**src/rtl/systolic_tile.sv**
```systemverilog
// Weight-stationary N x N signed MAC tile with weight load, input skew, output deskew and command FSM.
// Optional build macro TILE_SAT_EN: saturate outputs to signed OW range instead of wrapping.
module systolic_tile #(
  parameter int N  = 4,
  parameter int DW = 8,
  parameter int OW = 16,
  parameter int MW = 8
) (
  input  logic              clk,
  input  logic              rst,
  input  logic              start,
  input  logic              reuse_w,
  input  logic [MW-1:0]     m_len,
  output logic              busy,
  output logic              done,
  input  logic              w_valid,
  output logic              w_ready,
  input  logic [N*DW-1:0]   w_data,
  input  logic              a_valid,
  output logic              a_ready,
  input  logic [N*DW-1:0]   a_data,
  output logic              o_valid,
  input  logic              o_ready,
  output logic [N*OW-1:0]   o_data
);

  localparam int AW = 2 * DW + $clog2(N);
  localparam int XW = (AW > OW) ? AW : OW;
  localparam int CW = (N > 1) ? $clog2(N) : 1;

  typedef enum logic [1:0] {IDLE, LOAD_W, COMPUTE, DRAIN} state_t;

  state_t        state_q;
  logic [MW-1:0] rem_q;
  logic [CW-1:0] w_cnt_q;
  logic          done_q;

  logic signed [DW-1:0] w_q    [N][N];
  logic signed [DW-1:0] w_d    [N][N];
  logic signed [DW-1:0] in_q   [N];
  logic signed [DW-1:0] in_d   [N];
  logic signed [DW-1:0] sk_q   [N][N];
  logic signed [DW-1:0] sk_d   [N][N];
  logic signed [DW-1:0] act_q  [N][N];
  logic signed [DW-1:0] act_d  [N][N];
  logic signed [AW-1:0] psum_q [N][N];
  logic signed [AW-1:0] psum_d [N][N];
  logic signed [AW-1:0] ds_q   [N][N];
  logic signed [AW-1:0] ds_d   [N][N];
  logic [2*N-1:0]       v_q;
  logic [2*N-1:0]       v_d;
  logic [OW-1:0]        o_data_q [N];
  logic [OW-1:0]        o_data_d [N];
  logic                 o_valid_q;
  logic                 o_valid_d;

  logic signed [DW-1:0] row_act [N];
  logic signed [AW-1:0] col_out [N];

  logic adv;
  logic a_fire;
  logic w_fire;
  logic pipe_empty;

  function automatic logic signed [AW-1:0] mac(input logic signed [AW-1:0] sum_in,
                                               input logic signed [DW-1:0] act,
                                               input logic signed [DW-1:0] wgt);
    logic signed [2*DW-1:0] prod;
    logic signed [AW-1:0]   prod_ext;
    prod     = act * wgt;
    prod_ext = prod;
    return sum_in + prod_ext;
  endfunction

  function automatic logic [OW-1:0] reduce_out(input logic signed [AW-1:0] acc);
    logic signed [XW-1:0] ext;
`ifdef TILE_SAT_EN
    logic signed [XW-1:0] maxv;
    logic signed [XW-1:0] minv;
`endif
    ext = acc;
`ifdef TILE_SAT_EN
    maxv = {{(XW - OW + 1){1'b0}}, {(OW - 1){1'b1}}};
    minv = ~maxv;
    if (ext > maxv) return OW'(maxv);
    if (ext < minv) return OW'(minv);
    return OW'(ext);
`else
    return OW'(ext);
`endif
  endfunction

  // The whole datapath advances together unless a held result blocks the output register.
  assign adv        = !(o_valid_q && !o_ready);
  assign w_ready    = (state_q == LOAD_W);
  assign a_ready    = (state_q == COMPUTE) && adv && (rem_q != '0);
  assign w_fire     = w_valid && w_ready;
  assign a_fire     = a_valid && a_ready;
  assign pipe_empty = (v_q == '0) && (!o_valid_q || o_ready);
  assign busy       = (state_q != IDLE);
  assign done       = done_q;
  assign o_valid    = o_valid_q;

  always_comb begin
    o_data = '0;
    for (int j = 0; j < N; j++) begin
      o_data[j*OW +: OW] = o_data_q[j];
    end
  end

  always_ff @(posedge clk or negedge rst) begin
    if (!rst) begin
      state_q <= IDLE;
      rem_q   <= '0;
      w_cnt_q <= '0;
      done_q  <= 1'b0;
    end else begin
      done_q <= 1'b0;
      case (state_q)
        IDLE: begin
          if (start) begin
            rem_q   <= m_len;
            w_cnt_q <= '0;
            state_q <= reuse_w ? COMPUTE : LOAD_W;
          end
        end
        LOAD_W: begin
          if (w_fire) begin
            w_cnt_q <= w_cnt_q + CW'(1);
            if (w_cnt_q == CW'(N - 1)) state_q <= COMPUTE;
          end
        end
        COMPUTE: begin
          if (rem_q == '0) begin
            state_q <= DRAIN;
          end else if (a_fire) begin
            rem_q <= rem_q - MW'(1);
            if (rem_q == MW'(1)) state_q <= DRAIN;
          end
        end
        DRAIN: begin
          if (pipe_empty) begin
            state_q <= IDLE;
            done_q  <= 1'b1;
          end
        end
        default: state_q <= IDLE;
      endcase
    end
  end

  // Row i enters column 0 after i extra cycles; column j leaves after N-1-j extra cycles.
  always_comb begin
    for (int i = 0; i < N; i++) begin
      row_act[i] = (i == 0) ? in_q[0] : sk_q[i][(i == 0) ? 0 : i - 1];
    end
    for (int j = 0; j < N; j++) begin
      col_out[j] = (j == N - 1) ? psum_q[N-1][j] : ds_q[j][(j == N - 1) ? 0 : N - 2 - j];
    end
  end

  always_comb begin
    logic signed [DW-1:0] act_in;
    logic signed [AW-1:0] sum_in;
    act_in    = '0;
    sum_in    = '0;
    w_d       = w_q;
    in_d      = in_q;
    sk_d      = sk_q;
    act_d     = act_q;
    psum_d    = psum_q;
    ds_d      = ds_q;
    v_d       = v_q;
    o_data_d  = o_data_q;
    o_valid_d = o_valid_q;

    if (w_fire) begin
      for (int j = 0; j < N; j++) begin
        w_d[w_cnt_q][j] = w_data[j*DW +: DW];
      end
    end

    if (adv) begin
      for (int i = 0; i < N; i++) begin
        in_d[i]    = a_fire ? a_data[i*DW +: DW] : '0;
        sk_d[i][0] = in_q[i];
        for (int k = 1; k < N; k++) begin
          sk_d[i][k] = sk_q[i][k-1];
        end
      end

      for (int i = 0; i < N; i++) begin
        for (int j = 0; j < N; j++) begin
          act_in       = (j == 0) ? row_act[i] : act_q[i][(j == 0) ? 0 : j - 1];
          sum_in       = (i == 0) ? '0 : psum_q[(i == 0) ? 0 : i - 1][j];
          act_d[i][j]  = act_in;
          psum_d[i][j] = mac(sum_in, act_in, w_q[i][j]);
        end
      end

      for (int j = 0; j < N; j++) begin
        ds_d[j][0] = psum_q[N-1][j];
        for (int k = 1; k < N; k++) begin
          ds_d[j][k] = ds_q[j][k-1];
        end
        o_data_d[j] = reduce_out(col_out[j]);
      end

      v_d       = {v_q[2*N-2:0], a_fire};
      o_valid_d = v_q[2*N-1];
    end
  end

  always_ff @(posedge clk or negedge rst) begin
    if (!rst) begin
      for (int i = 0; i < N; i++) begin
        in_q[i]     <= '0;
        o_data_q[i] <= '0;
        for (int j = 0; j < N; j++) begin
          w_q[i][j]    <= '0;
          sk_q[i][j]   <= '0;
          act_q[i][j]  <= '0;
          psum_q[i][j] <= '0;
          ds_q[i][j]   <= '0;
        end
      end
      v_q       <= '0;
      o_valid_q <= 1'b0;
    end else begin
      w_q       <= w_d;
      in_q      <= in_d;
      sk_q      <= sk_d;
      act_q     <= act_d;
      psum_q    <= psum_d;
      ds_q      <= ds_d;
      v_q       <= v_d;
      o_data_q  <= o_data_d;
      o_valid_q <= o_valid_d;
    end
  end

endmodule
```
**config.mk**
```make
export PLATFORM = sky130hd
export DESIGN_NAME = systolic_tile
export DESIGN_NICKNAME = d
export VERILOG_FILES = /design/src/rtl/systolic_tile.sv
export SDC_FILE = /design/constraint.sdc
export NUM_CORES = 2
export LEC_CHECK = 0
export CAP_MARGIN = 20
export CORE_ASPECT_RATIO = 1.5
export CORE_UTILIZATION = 65
export DETAILED_ROUTE_END_ITERATION = 10
export DONT_BUFFER_PORTS = 1
export GPL_TIMING_DRIVEN = 0
export PLACE_DENSITY = 0.81
export SYNTH_ARGS = -nofsm -noshare
export SYNTH_HDL_FRONTEND = slang
export SYNTH_SLANG_ARGS = --single-unit
```
**constraint.sdc**
```tcl
create_clock -name clk -period 6.93 [get_ports clk]
set_clock_uncertainty 0.1 [all_clocks]
set_input_delay 0.693 -clock clk [delete_from_list [all_inputs] [get_ports clk]]
set_output_delay 0.693 -clock clk [all_outputs]
set_load 0.03 [all_outputs]
```
## Word level (Yosys, flattened, before mapping)

Index checks and enable logic that the tools add are counted.

| operators by class | value |
|---|---|
| $mul | 16 |
| equality and inequality tests | 13 |
| reductions and logical operators | 21 |
| add/sub/neg operators | 14 |
| bitwise logic cells | 1 |
| muxes and demuxes | 34 |
| magnitude comparators | 2 |

Operators by type and width:

| operator | count |
|---|---|
| 128-bit bitwise mux | 4 |
| 32-bit demux with 2-bit select | 4 |
| 8-bit by 8-bit multiplier with 16-bit output | 16 |
| 16-bit adder | 12 |
| 8-bit 2-to-1 mux | 8 |
| 32-bit 2-to-1 mux | 1 |
| 24-bit 2-to-1 mux | 1 |
| 2-bit 2-to-1 mux | 10 |
| 8-bit zero test | 2 |
| 16-bit 2-to-1 mux | 1 |
| 8-bit case mux with 2 select lines | 1 |
| 8-bit by 1-bit equality test with 1-bit output (second input constant) | 1 |
| 2-bit != test (second input constant) | 4 |
| 2-bit case mux with 4 select lines | 1 |
| 8-bit nonzero test | 1 |
| 8-bit by 1-bit subtractor with 8-bit output (second input constant) | 1 |
| 1-bit logical AND | 7 |
| 2-bit equality test (second input constant) | 3 |
| 6-bit AND reduction | 1 |
| 2-bit nonzero test | 3 |
| 2-bit by 1-bit != test with 1-bit output (second input constant) | 2 |
| 2-bit case mux with 2 select lines | 1 |
| 4-bit AND reduction | 1 |
| 3-bit >= comparator (second input constant) | 1 |
| 11 further kinds | 14 |

| storage, ports and cells | value |
|---|---|
| bits of input ports | 79 |
| register bits after elaboration | 742 |

## Logic depth before layout (Yosys ltp)

| depth | value |
|---|---|
| word-level depth | 9 |
| mapped depth | 19 |
| gate-level depth less buffers | 18 |

## Worst setup path before layout

No wires, ideal clock.

| timing | value |
|---|---|
| kind | register to register |
| from | register act_q[87] (netlist bit) |
| to | register psum_q[175] (netlist bit) |
| arrival time | 4.866 ns |
| required time | 6.705 ns |
| slack | 1.840 ns |
| cell stages (with the launch flop) | 16 |
| buffers on the path | 1 |
| setup time | 0.125 ns |
| cells stage by stage | dfrtp_1 > clkbuf_1 > and2_1 > inv_1 > fa_1 > inv_1 > fa_1 > fa_1 > fa_1 > fa_1 > ha_1 > or3_1 > o32ai_2 > o21ai_1 > xor2_1 > mux2_2 |

| on the way | value |
|---|---|
| word-level cells in the longest chain between the ends | 2 |

RTL lines:

| element | line | text |
|---|---|---|
| start, declared | 44 | `logic signed [DW-1:0] act_q [N][N];` |
| start signal, assigned | 233 | `act_q <= act_d;` |
| 8-bit by 8-bit multiplier with 16-bit output | 70 | `prod = act * wgt;` |
| 16-bit adder | 72 | `return sum_in + prod_ext;` |
| end signal, assigned | 234 | `psum_q <= psum_d;` |
| end, declared | 46 | `logic signed [AW-1:0] psum_q [N][N];` |

No other way between the ends.
A chain may end at the register's enable or synchronous reset.

## Final worst setup path

| timing | value |
|---|---|
| from | register sk_q, in the netlist row_act[7] |
| to | register psum_q[69] (netlist bit) |

| on the way | value |
|---|---|
| word-level cells in the longest chain between the ends | 2 |

RTL lines:

| element | line | text |
|---|---|---|
| start, declared | 42 | `logic signed [DW-1:0] sk_q [N][N];` |
| start signal, assigned | 232 | `sk_q <= sk_d;` |
| 8-bit by 8-bit multiplier with 16-bit output | 70 |  |
| 16-bit adder | 72 |  |

No other way between the ends.

==> PnR_summary.wiki <==
{| class="wikitable"
! Metric !! Value
|-
| Result of the run || complete, but fails checks
|-
| Failing checks || design-rule violations, negative hold slack, max-slew violations
|-
| Router iterations before antenna repair || 9
|-
| Clock H-tree levels || 3
|-
| Final critical path time including I/O delays and setup || 5.90 ns
|-
| Worst voltage drop across the vdd grid || 0.000300 V
|-
| Leading post-synthesis cells by instance count || 1,607 x sky130_fd_sc_hd__nand2_1, 1,139 x sky130_fd_sc_hd__inv_1, 1,072 x sky130_fd_sc_hd__fa_1
|-
| Multiplexer fraction of the synthesized cell area || 0.0211
|-
| Number of rows in the core area || 149
|-
| Min-Delay Path Class || input pin to async pin
|-
| Last weighted congestion value of the routability-driven placer || 0.926
|-
| Gr ovfl total || 0
|-
| Grt met3 use || 0.0445
|-
| Kind of end point of the critical path || flop
|-
| Number of buffers created by CTS || 76
|-
| Terminus of the critical flop-to-flop path || psum_q[69]
|-
| Post-synthesis sequential area ratio || 0.257
|-
| Cell-internal power || 20.5 mW
|-
| Clock input transition at the sequential cells of the worst setup and hold paths || 0.06 ns
|-
| Final Hold Slack || -0.365 ns
|-
| Setup_tns || 0 ns
|-
| Warning count from the yosys run || 0
|-
| Met1 global-route usage || 0.369
|-
| Maximum fanout along the worst path || 10
|-
| Flop pwr share || 0.207
|-
| Final layout net count || 9,266
|-
| CTS root buf || sky130_fd_sc_hd__clkbuf_16
|-
| FFs w/ async S/R, synth || 1.00
|-
| Reported net switching power || 19.4 mW
|-
| Dominant synthesized flop cell || sky130_fd_sc_hd__dfrtp_1
|-
| Class of the most critical setup path || flop to flop
|-
| Wire length of the first global-routing pass || 282 mm
|-
| Layout fillers || 8,048
|-
| DR iter-0 viols || 3,127
|-
| Static power due to leakage || 40.4 nW
|-
| Adder-cell share of the synthesized area || 0.395
|-
| Number of pins with negative max-slew slack in the final report || 262
|-
| Remaining number of nets flagged by the antenna check after routing || 0
|-
| P&R area growth vs syn || 6.26%
|-
| Transition at the pin with the smallest max-transition slack || 1.86 ns
|-
| Setup crit start kind || flop
|-
| Via count of the first global-routing pass || 54,400
|-
| Post-synthesis simple-gate area fraction || 0.155
|-
| Pre-CTS setup slack || 1.05 ns
|-
| Data required time at the worst endpoint || 7.36 ns
|-
| PnR worst setup slack || 1.03 ns
|-
| Die outline width || 274 um
|-
| Avg WL per Cell || 19.3 um
|-
| Total standard cell area after synthesis || 0.0723 mm^2
|-
| Vias per cell || 5.61
|-
| Unrepaired setup endpoints after global routing || no
|-
| Worst endpoint data arrival time || 6.33 ns
|-
| Top-area cell type share of the netlist area || 0.297
|-
| Residual DRC count || 24
|-
| Number of gates resized after cts || 0
|-
| Count of cells along the worst register-to-register path || 16
|-
| Net Count, Synth || 9,175
|-
| Cell types with the largest area share after synthesis || sky130_fd_sc_hd__fa_1 30%, sky130_fd_sc_hd__dfrtp_1 26%, sky130_fd_sc_hd__ha_1 9.9%
|-
| Cell Pwr Density || 519 mW/mm^2
|-
| Worst setup slack for register-to-register paths || 1.03 ns
|-
| Combinational fraction of design power || 0.685
|-
| Met2 demand-to-capacity share in global routing || 0.567
|-
| Ratio of cells with drive above 1 in the final layout || 0.0445
|-
| Via count || 50,700
|-
| Final setup violation count || 0
|-
| Hold Vio Cnt, Final || 617
|-
| Cell with the most instances after synthesis || sky130_fd_sc_hd__nand2_1
|-
| Number of distinct library cell variants in the gate-level netlist after synthesis || 61
|-
| Clock latency at the later pin of the worst-skew pair || 0.68 ns
|-
| TritonCTS clock tree || done
|-
| Fin crit share || 0.851
|-
| IO Pins || 148
|-
| Count of mapped cells out of synthesis || 7,453
|-
| Area of the core || 0.110 mm^2
|-
| Most used routing layer || met2
|-
| Vertical die dimension || 411 um
|-
| Clock network fraction of total power || 0.107
|-
| Switching share of power || 0.485
|-
| Number of max-cap violations || 0
|-
| TritonCTS Sinks || 742
|-
| Largest buffer count on any clock path || 3
|-
| Quantity of I/O buffers inserted on ports || 0
|-
| Pin count of the biggest net entering global routing || 743
|-
| Post-synth EDFFs || 0
|-
| Starting density of the core || 0.656
|-
| Fraction of synthesized cell area in xor and xnor cells || 0.0345
|-
| Total Routed Length || 175 mm
|-
| Compound-Gate Fraction of Synth Area || 0.0606
|-
| Main combinational cell family by area after synthesis || adder cells
|-
| Number of flip-flops and latches in the synthesized netlist || 742
|-
| Tot GR Track Use || 0.325
|-
| Relative slew margins || -0.237
|-
| Avg Inst Size Synth || 9.70 um^2
|-
| Post-synth top area cell || sky130_fd_sc_hd__fa_1
|-
| Reg2reg start || row_act[7]
|-
| Total die area || 0.113 mm^2
|-
| Post-DP HPWL || 140 mm
|-
| Initial antenna violation count || 8
|-
| Highest clock rate || 170 MHz
|}
==> registers in the layout, summed over array words and instances, names as in the netlist, 8 cells and up <==
register / flops
w_q: 128
o_data: 64
psum_q: 240
rem_q: 8
in_q: 32
act_q: 96
col_out: 64
row_act: 24
sk_q: 24
v_q: 8
ds_q: 48
==> cells by family (layout without fill, tap and decap cells) <==
kind of cell,Yosys count,count (layout)
XOR/XNOR,285,285
AO/OA/AOI/OAI,683,683
flip-flops,742,742
multiplexers,136,136
other,0,2
AND/OR/NAND/NOR,2510,2510
adder cells (fa/ha/maj),1643,1643
buffers and inverters,1454,1601
==> layout make-up <==
| type | instances | area (um^2) | area share |
|---|---|---|---|
| repair buffers | 13 | 191 | 0.00249 |
| inverters | 1150 | 4320 | 0.0562 |
| flip-flops and latches | 742 | 18600 | 0.242 |
| multi-input cells | 5257 | 48200 | 0.628 |
| plain buffers | 304 | 1220 | 0.0158 |
| diodes | 2 | 5.00 | 0.0000651 |
| clock buffers | 96 | 2090 | 0.0272 |
| well taps | 1434 | 1790 | 0.0233 |
| clock inverters | 38 | 444 | 0.00578 |
==> worst max-delay path, stage by stage, from the launching register on <==
cell	delay (ns)
sky130_fd_sc_hd__dfrtp_1	0.32
sky130_fd_sc_hd__clkbuf_1	0.47
sky130_fd_sc_hd__and2_1	0.58
sky130_fd_sc_hd__inv_1	0.12
sky130_fd_sc_hd__fa_1	0.50
sky130_fd_sc_hd__inv_1	0.05
sky130_fd_sc_hd__fa_1	0.49
sky130_fd_sc_hd__fa_1	0.57
sky130_fd_sc_hd__fa_1	0.42
sky130_fd_sc_hd__fa_1	0.38
sky130_fd_sc_hd__ha_1	0.26
sky130_fd_sc_hd__nor4_1	0.30
sky130_fd_sc_hd__o21ai_1	0.18
sky130_fd_sc_hd__a31o_1	0.27
sky130_fd_sc_hd__o41a_1	0.36
sky130_fd_sc_hd__xnor2_1	0.29
sky130_fd_sc_hd__o21ai_1	0.09
==> stage by stage <==
stage / cells / cell area (um^2) / total power [mW] / hold WS (ns) / utilization
floorplan: 7453 / 72300 / 28.6 / 0.297 / -
detailed placement: 8896 / 74300 / 35.2 / 0.323 / 0.674
finish: 9036 / 76900 / 39.9 / -0.365 / 0.698
global route: 9034 / 76900 / 43.9 / -0.391 / 0.698
CTS: 9030 / 76800 / 39.9 / -0.407 / 0.697
global placement: 8887 / 74100 / 33.8 / 0.334 / 0.673
==> placed cells by master (no fill, tap or decap), drive strengths merged, types with 86 or more instances in the layout <==
cell	synthesis	routed
xor2	86	86
clkbuf	242	338
nor2	181	181
dfrtp	742	742
mux2	131	131
and2	540	540
nand2	1607	1607
a21oi	126	126
fa	1072	1072
xnor2	199	199
o21ai	236	236
inv	1140	1145
ha	571	571
==> routing by layer <==
metal  up-vias  routed length, um
li1      23100                  -
met1     25700              63400
met2      1349              88300
met3       516               9270
met4         0              13500
met5         -                  0
==> timing repair <==
item,in CTS,in global routing
hold endpoints to repair,742,742
setup endpoints to repair,0,0
buffers inserted,0,0
==> worst max-delay path by stage <==
| stage | slack (ns) | endpoint | from |
|---|---|---|---|
| after floorplan | 1.84 | psum_q[175] | act_q[87] |
| after global placement | 1.09 | psum_q[69] | row_act[7] |
| after detailed placement | 1.05 | psum_q[69] | row_act[7] |
| after CTS | 1.06 | psum_q[69] | row_act[7] |
| after global routing | 0.86 | psum_q[69] | row_act[7] |
| final | 1.03 | psum_q[69] | row_act[7] |
==> power by group through the flow <==
stage                     clock (mW)  combinational (mW)  sequential [mW]
after floorplan                    0                20.9             7.75
after global placement             0                25.6             8.22
after detailed placement           0                26.9             8.31
after CTS                       4.34                27.3             8.25
after global routing            4.48                31.0             8.51
final                           4.28                27.4             8.28
Power figures use the tool's default switching activity.
